<file path="src/rtl/melody_chime_seq.sv">
// melody_chime_seq: plays a melody stored in an external synchronous score memory.
// Each 16-bit score word holds {divider, duration}. A divider of 0 is a rest and
// a duration of 0 ends the melody. Every note produces a one-cycle register write
// to the sound generator. The note is then held for duration * C_TEMPO_MS
// milliseconds, counted on the 1 kHz enable, before the next word is fetched.
module melody_chime_seq #(
    parameter int C_TEMPO_MS = 100,
    parameter int C_ADR_W    = 8
) (
    input  logic               CK_i,
    input  logic               XARST_i,
    input  logic               EE_1KHZ_i,
    input  logic               START_i,
    input  logic [C_ADR_W-1:0] START_ADR_i,
    input  logic               STOP_i,
    output logic [C_ADR_W-1:0] SCORE_ADR_o,
    input  logic [15:0]        SCORE_DAT_i,
    output logic [7:0]         DIV_LENs_o,
    output logic               SOUND_ON_o,
    output logic               WE_o,
    output logic               BUSY_o,
    output logic               DONE_o
);

    typedef enum logic [1:0] {
        ST_IDLE   = 2'd0,
        ST_FETCH  = 2'd1,
        ST_DECODE = 2'd2,
        ST_HOLD   = 2'd3
    } state_t;

    localparam logic [9:0]         TEMPO_LAST = 10'(C_TEMPO_MS - 1);
    localparam logic [C_ADR_W-1:0] ADR_ONE    = {{(C_ADR_W-1){1'b0}}, 1'b1};

    state_t               state_r;
    state_t               state_nxt_s;

    logic [9:0]           presc_r;
    logic [9:0]           presc_nxt_s;
    logic [7:0]           dur_r;
    logic [7:0]           dur_nxt_s;
    logic [C_ADR_W-1:0]   adr_r;
    logic [C_ADR_W-1:0]   adr_nxt_s;
    logic [7:0]           div_r;
    logic [7:0]           div_nxt_s;
    logic                 sound_r;
    logic                 sound_nxt_s;
    logic                 we_r;
    logic                 we_nxt_s;
    logic                 busy_r;
    logic                 busy_nxt_s;
    logic                 done_r;
    logic                 done_nxt_s;

    logic [7:0]           word_div_s;
    logic [7:0]           word_dur_s;
    logic                 unit_tick_s;
    logic                 note_end_s;

    assign word_div_s  = SCORE_DAT_i[15:8];
    assign word_dur_s  = SCORE_DAT_i[7:0];
    // A tempo unit elapses on the enable pulse that would push the prescaler past its last value.
    assign unit_tick_s = (state_r == ST_HOLD) && EE_1KHZ_i && (presc_r == TEMPO_LAST);
    // The last unit of the note expires (a zero count is treated as expired as well).
    assign note_end_s  = unit_tick_s && (dur_r <= 8'd1);

    // State register
    always_ff @(posedge CK_i or negedge XARST_i) begin
        if (!XARST_i) begin
            state_r <= ST_IDLE;
        end else begin
            state_r <= state_nxt_s;
        end
    end

    // Next-state logic; STOP overrides every other transition
    always_comb begin
        state_nxt_s = state_r;
        case (state_r)
            ST_IDLE: begin
                if (START_i && !STOP_i) begin
                    state_nxt_s = ST_FETCH;
                end else begin
                    state_nxt_s = ST_IDLE;
                end
            end
            ST_FETCH: begin
                if (STOP_i) begin
                    state_nxt_s = ST_IDLE;
                end else begin
                    state_nxt_s = ST_DECODE;
                end
            end
            ST_DECODE: begin
                if (STOP_i) begin
                    state_nxt_s = ST_IDLE;
                end else if (word_dur_s == 8'd0) begin
                    state_nxt_s = ST_IDLE;
                end else begin
                    state_nxt_s = ST_HOLD;
                end
            end
            ST_HOLD: begin
                if (STOP_i) begin
                    state_nxt_s = ST_IDLE;
                end else if (note_end_s) begin
                    state_nxt_s = ST_FETCH;
                end else begin
                    state_nxt_s = ST_HOLD;
                end
            end
            default: begin
                state_nxt_s = ST_IDLE;
            end
        endcase
    end

    // Next values of outputs and counters; every output is registered from these
    always_comb begin
        presc_nxt_s = presc_r;
        dur_nxt_s   = dur_r;
        adr_nxt_s   = adr_r;
        div_nxt_s   = div_r;
        sound_nxt_s = 1'b0;
        we_nxt_s    = 1'b0;
        done_nxt_s  = 1'b0;
        busy_nxt_s  = (state_nxt_s != ST_IDLE);
        case (state_r)
            ST_IDLE: begin
                if (START_i && !STOP_i) begin
                    adr_nxt_s = START_ADR_i;
                end else begin
                    adr_nxt_s = adr_r;
                end
            end
            ST_FETCH: begin
                adr_nxt_s = adr_r;
            end
            ST_DECODE: begin
                if (STOP_i) begin
                    we_nxt_s = 1'b0;
                end else if (word_dur_s == 8'd0) begin
                    done_nxt_s = 1'b1;
                end else begin
                    presc_nxt_s = 10'd0;
                    dur_nxt_s   = word_dur_s;
                    if (word_div_s != 8'd0) begin
                        we_nxt_s    = 1'b1;
                        sound_nxt_s = 1'b1;
                        div_nxt_s   = word_div_s;
                    end else begin
                        div_nxt_s   = div_r;
                    end
                end
            end
            ST_HOLD: begin
                if (STOP_i) begin
                    presc_nxt_s = presc_r;
                end else if (unit_tick_s) begin
                    presc_nxt_s = 10'd0;
                    dur_nxt_s   = dur_r - 8'd1;
                    if (note_end_s) begin
                        adr_nxt_s = adr_r + ADR_ONE;
                    end else begin
                        adr_nxt_s = adr_r;
                    end
                end else if (EE_1KHZ_i) begin
                    presc_nxt_s = presc_r + 10'd1;
                end else begin
                    presc_nxt_s = presc_r;
                end
            end
            default: begin
                busy_nxt_s = 1'b0;
            end
        endcase
    end

    // Output and counter registers, cleared asynchronously by reset
    always_ff @(posedge CK_i or negedge XARST_i) begin
        if (!XARST_i) begin
            presc_r <= 10'd0;
            dur_r   <= 8'd0;
            adr_r   <= {C_ADR_W{1'b0}};
            div_r   <= 8'd0;
            sound_r <= 1'b0;
            we_r    <= 1'b0;
            busy_r  <= 1'b0;
            done_r  <= 1'b0;
        end else begin
            presc_r <= presc_nxt_s;
            dur_r   <= dur_nxt_s;
            adr_r   <= adr_nxt_s;
            div_r   <= div_nxt_s;
            sound_r <= sound_nxt_s;
            we_r    <= we_nxt_s;
            busy_r  <= busy_nxt_s;
            done_r  <= done_nxt_s;
        end
    end

    assign SCORE_ADR_o = adr_r;
    assign DIV_LENs_o  = div_r;
    assign SOUND_ON_o  = sound_r;
    assign WE_o        = we_r;
    assign BUSY_o      = busy_r;
    assign DONE_o      = done_r;

endmodule

</file>
<file path="config.mk">
export PLATFORM = sky130hd
export DESIGN_NAME = melody_chime_seq
export DESIGN_NICKNAME = d
export VERILOG_FILES = /design/src/rtl/melody_chime_seq.sv
export SDC_FILE = /design/constraint.sdc
export NUM_CORES = 1
export LEC_CHECK = 0
export ABC_CLOCK_PERIOD_IN_PS = 3900
export CAP_MARGIN = 20
export CORE_ASPECT_RATIO = 0.7
export CORE_UTILIZATION = 40
export CTS_CLUSTER_SIZE = 24
export DETAILED_ROUTE_END_ITERATION = 6
export PLACE_DENSITY = 0.71
export SYNTH_ARGS = -nofsm -noshare
export SYNTH_HDL_FRONTEND = slang
export SYNTH_SLANG_ARGS = --single-unit
</file>
<file path="constraint.sdc">
create_clock -name CK_i -period 3.9 [get_ports CK_i]
set_input_delay 0.39 -clock CK_i [delete_from_list [all_inputs] [get_ports CK_i]]
set_output_delay 0.39 -clock CK_i [all_outputs]
set_load 0.1 [all_outputs]
</file>
## Word level (Yosys, flattened, before mapping)

Cells that the tools add are included.
Widths: inputs -> output; s select.

- Register bits: 39
- Latch bits: 0
- Memory bits (writable): 0
- ROM bits: 0
- Output and inout port bits: 20
- Word-level logic and storage cells: 70
- Memories: 0

- Add/sub/neg operators: 3
- Multipliers: 0
- Divide/modulo/power cells: 0
- Order comparisons: 1
- Eq/ne operators: 11
- Shift operators: 0
- Multiplexer cells: 30
- Bitwise gates (word level): 2
- Reductions and logical operators: 15

Operators by type and width:

| cell | count |
|---|---|
| $mux 8 | 8 |
| $mux 10 | 5 |
| $pmux 8 s2 | 2 |
| $pmux 10 s2 | 1 |
| $reduce_and 5->1 | 3 |
| $ne 2x2->1 const B | 6 |
| $add 10x1->10 const B | 1 |
| $eq 10x7->1 const B | 1 |
| $mux 2 | 5 |
| $add 8x1->8 const B | 1 |
| $le 8x1->1 const B | 1 |
| $logic_not 8->1 | 1 |
| $mux 1 | 8 |
| $pmux 2 s4 | 1 |
| $reduce_bool 8->1 | 1 |
| $sub 8x1->8 const B | 1 |
| $reduce_bool 2->1 | 3 |
| $eq 2x2->1 const B | 2 |
| $logic_and 1x1->1 | 4 |
| $reduce_and 4->1 | 1 |
| $ne 3x3->1 const B | 1 |
| $eq 2x1->1 const B | 1 |
| $logic_not 2->1 | 1 |
| $not 1->1 | 2 |
| $logic_not 1->1 | 1 |

## Logic depth before layout (Yosys ltp)

- Word-level depth: 8
- Mapped depth: 8
- Gate-level depth less buffers: 7

## Worst setup path before layout

OpenSTA, ideal clock, no wires.

- Path type: flip-flop to flip-flop
- From: reg adr_r[0], in the netlist SCORE_ADR_o[0]
- To: reg adr_r[7], in the netlist SCORE_ADR_o[7]
- Setup time: 127 ps
- Data arrival time: 2,042 ps
- Required time: 3,773 ps
- Path slack: 1,730 ps
- Cell stages (with the launch flop): 5
- Buffers on the path: 0
- Clock period less this slack: 2,170 ps
- Cells stage by stage: dfrtp_1 > nand3_1 > or2_2 > o32a_1 > o32a_2

- Cells in the longest elaborated chain, start to end: 5

RTL lines:

| what | line | source |
|---|---|---|
| start, declared | 42 | `logic [C_ADR_W-1:0] adr_r;` |
| start signal, assigned | 184 | `adr_r <= {C_ADR_W{1'b0}};` |
| start signal, assigned | 193 | `adr_r <= adr_nxt_s;` |
| $add 8x1->8 | 163 | `adr_nxt_s = adr_r + ADR_ONE;` |
| $mux 8 | 162 | `if (note_end_s) begin` |
| $mux 8 | 159 | `end else if (unit_tick_s) begin` |
| $mux 8 | 157 | `if (STOP_i) begin` |
| $pmux 8 s2 | 128 | `case (state_r)` |

Every way passes these cells. The select of a mux whose other input is x is not followed.
A chain may end at the register's enable or synchronous reset.

## Final worst setup path

- From: in SCORE_DAT_i[6]
- To: reg div_r[5], in the netlist DIV_LENs_o[5]

- Cells in the longest elaborated chain, start to end: 3

RTL lines:

| what | line | source |
|---|---|---|
| start, declared | 17 | `input logic [15:0] SCORE_DAT_i,` |
| $logic_not 8->1 | 142 | `end else if (word_dur_s == 8'd0) begin` |
| $not 1->1 (no line) | n/a |  |
| $reduce_and 4->1 (no line) | n/a |  |
| end signal, assigned | 194 | `div_r <= div_nxt_s;` |
| end, declared | 44 | `logic [7:0] div_r;` |

Every way passes these cells.

==> metrics.md <==
| Metric | Value |
|---|---|
| Most common cell after layout, fill and taps aside | `clkdlybuf4s50_1` |
| Largest net degree at the start of global routing | `40` |
| Post-Synth Adder-Cell Area | `2.35%` |
| Clock root buffer | `clkbuf_8` |
| CTS tree | `built` |
| Total global routing overflow | `0` |
| Max cap viols | `0` |
| Residual DRC | `0` |
| Leakage | `1.10 nW` |
| RSZ-0062 raised after global routing | `false` |
| Buffers from clock root to sink, at most | `2` |
| Clk pwr share | `20.5%` |
| Post-route antenna net violation count | `0` |
| Syn Area/Cell | `9.50 um2` |
| WHS | `0.217 ns` |
| Crit-path max cell delay | `0.83 ns` |
| Switch share | `46.5%` |
| Layout Cells excl Fill | `339` |
| Clk Latency, worst-skew pair | `0.29 ns` |
| TritonRoute pass-1 iters | `4` |
| Status | `completed` |
| Placed insts | `331` |
| CP max-delay cell | `nor4_1` |
| Vias per cell | `5.63` |
| Combinational Power Share | `45.8%` |
| Ys flop type | `dfrtp_1` |
| Post-synthesis register bit count | `39` |
| H-Tree Depth | `2` |
| Simple-gate area share of the yosys netlist | `21.1%` |
| Max Fclk | `382 MHz` |
| Clock Skew | `0.00669 ns` |
| Util after Layout | `55.7%` |
| Post-synth EDFFs | `0` |
| P per Cell Area | `621 mW/mm2` |
| Main combinational cell family by area after synthesis | `compound AO/OA/AOI/OAI gates` |
| Pint | `0.914 mW` |
| Worst-path cell chain | `clkdlybuf4s50_1 > nor4_1 > a2111oi_0 > nand2_1 > mux2_2` |
| Worst slew margin | `33.7%` |
| Synth top area cells | `dfrtp_1, a21oi_1, o21ai_0, mux2_2, nand2_1` |
| Resize count post-CTS | `0` |
| Setup TNS | `0 ns` |
| Critical path type | `input port to flop` |
| YS warnings | `0` |
| Cell taking the most area after synthesis | `dfrtp_1` |
| Mapped Area | `0.00213 mm2` |
| Seq pwr share | `33.8%` |
| Vias in the first global route | `1,745` |
| NetSw | `0.795 mW` |
| P&R area growth vs syn | `29.3%` |
| CP Launch Type | `input port` |
| Clock transition at path regs | `0.08 ns` |
| Mux cell area share after synthesis | `4.18%` |
| Multi-input gate area | `0.00107 mm2` |
| Worst slew pin tran | `0.991 ns` |
| Via Count | `1,908` |
| Gpl congestion | `0.844` |
| Post-Synth XOR/XNOR Area | `0%` |
| Layout cells sized above 1 | `10.7%` |
| Largest fanout on the critical path | `9` |
| Register area share after synthesis | `45.9%` |
| TritonCTS Sinks | `39` |
| Site Rows | `21` |
| I/O pin cnt | `49` |
| Die footprint | `0.00562 mm2` |
| Die span in y | `63.0 um` |
| Routed Wire Length | `5170 um` |
| Hpwl dp | `3720 um` |
| FF/Latch Area | `976 um2` |
| Max-slew violation count | `0` |
| Antenna violations before repair | `0` |
| Synth top area share | `45.9%` |
| WL/cell | `15.2 um` |
| Final Setup Violations | `0` |
| Worst EP required | `4.07 ns` |
| First-pass GRT wire length | `8420 um` |
| Starting DRC count in detailed routing | `152` |
| TritonCTS buffer count | `5` |
| Arr. time, crit path | `2.79 ns` |
| IO Port Bufs | `48` |
| Fillers | `449` |
| Synth Area in Compound Gates | `22.6%` |
| Distinct cells, synth | `46` |
| Ratio of final minimum period to clock period | `67.2%` |
| CP endpoint kind | `flop` |
| VDD IR-drop max | `0.000427 V` |
| Post-CTS Setup Bufs | `0` |
| Hold Path Class | `input port to asynchronous set/reset pin` |
| DIE WIDTH | `89.2 um` |
| Initial Utilization | `43.1%` |
| Most frequent cells in the layout | `clkdlybuf4s50_1, dfrtp_1, nand2_1` |
| Final nets | `302` |
| Ant diodes | `0` |
| Core box area | `0.00494 mm2` |
| Post-Syn Instances | `224` |
| Synthesized net count | `257` |
| Final min period | `2.62 ns` |
| Gr usage total | `19.4%` |
| Synth async-reset ratio | `100%` |
| Hold bufs inserted after CTS | `0` |
| Final Hold Viols | `0` |
==> worst max-delay path, delay by kind of cell <==
family / cells / cell delay (ns)
simple gates: 2 / 1.19
compound gates: 1 / 0.40
buf+inv: 1 / 0.43
mux: 1 / 0.38
==> path summary, 6_finish.rpt <==
| path | endpoint | cells past startpoint | startpoint | slack [ns] |
|---|---|---|---|---|
| worst max-delay path | DIV_LENs_o[5] | 5 | SCORE_DAT_i[6] | 1.28 |
| min in group CK_i | presc_r[9] | 1 | presc_r[9] | 0.50 |
| worst min-delay path | dur_r[4] | 1 | XARST_i | 0.22 |
| max in group asynchronous | DIV_LENs_o[4] | 1 | XARST_i | 3.13 |
| worst min register to register | presc_r[9] | 1 | presc_r[9] | 0.50 |
| worst max register to register | SCORE_ADR_o[4] | 6 | presc_r[0] | 1.53 |
==> cell usage after synthesis, types with 2 or more instances <==
cell	number
a41oi_1	4
a21oi_1	17
ha_1	4
inv_1	7
or3_2	2
o211ai_1	5
o311ai_0	2
nor3_1	8
o22ai_1	5
nor2_1	20
o21ai_0	16
mux2_2	7
a22o_1	3
nor4_1	5
a31oi_1	8
nand3_1	11
a2bb2oi_1	3
clkbuf_1	6
buf_6	2
nand2_1	21
a22oi_1	2
dfrtp_1	39
and3_1	4
==> logic make-up (layout without fill, tap and decap cells) <==
logic type | after synthesis | in the layout
multiplexers | 8 | 8
adder cells (fa/ha/maj) | 4 | 4
buffers and inverters | 17 | 63
AO/OA/AOI/OAI | 72 | 72
AND/OR/NAND/NOR | 84 | 84
flip-flops | 39 | 39
==> state kept, by name (all words and copies together) (netlist names) <==
name / flops
presc_r: 10
DIV_LENs_o: 8
SCORE_ADR_o: 8
dur_r: 8
state_r: 2
BUSY_o: 1
DONE_o: 1
WE_o: 1
==> cell type report <==
class / count / share of cell area, %
multi-input cells: 168 / 38.9
flip-flops and latches: 39 / 35.5
repair buffers: 48 / 17.3
well taps: 69 / 3.14
clock buffers: 6 / 3.00
clock inverters: 2 / 1.27
inverters: 7 / 0.955
==> through the flow <==
stage               power (mW)  instance area [um2]  worst slack, ns
floorplan                 1.16                 2130             1.73
global placement          1.36                 2630             1.12
detailed placement        1.36                 2630             1.05
CTS                       1.72                 2750             1.35
global route              1.79                 2750             1.10
finish                    1.71                 2750             1.28
==> metal layers <==
metal	vias to the layer above	part of all wire [%]	global-route usage, %
li1	934	-	-
met1	900	50	30.4
met2	74	42	26.5
met3	0	7.7	5.42
met4	0	0	2.98
met5	-	0	0
==> power by group through the flow <==
stage | Sequential [mW] | Combinational (mW) | Clock [mW]
global route | 0.591 | 0.824 | 0.376
global placement | 0.583 | 0.776 | 0
floorplan | 0.977 | 0.179 | 0
finish | 0.577 | 0.782 | 0.350
CTS | 0.576 | 0.786 | 0.358
detailed placement | 0.580 | 0.785 | 0
(Power assumes the default switching activity.)
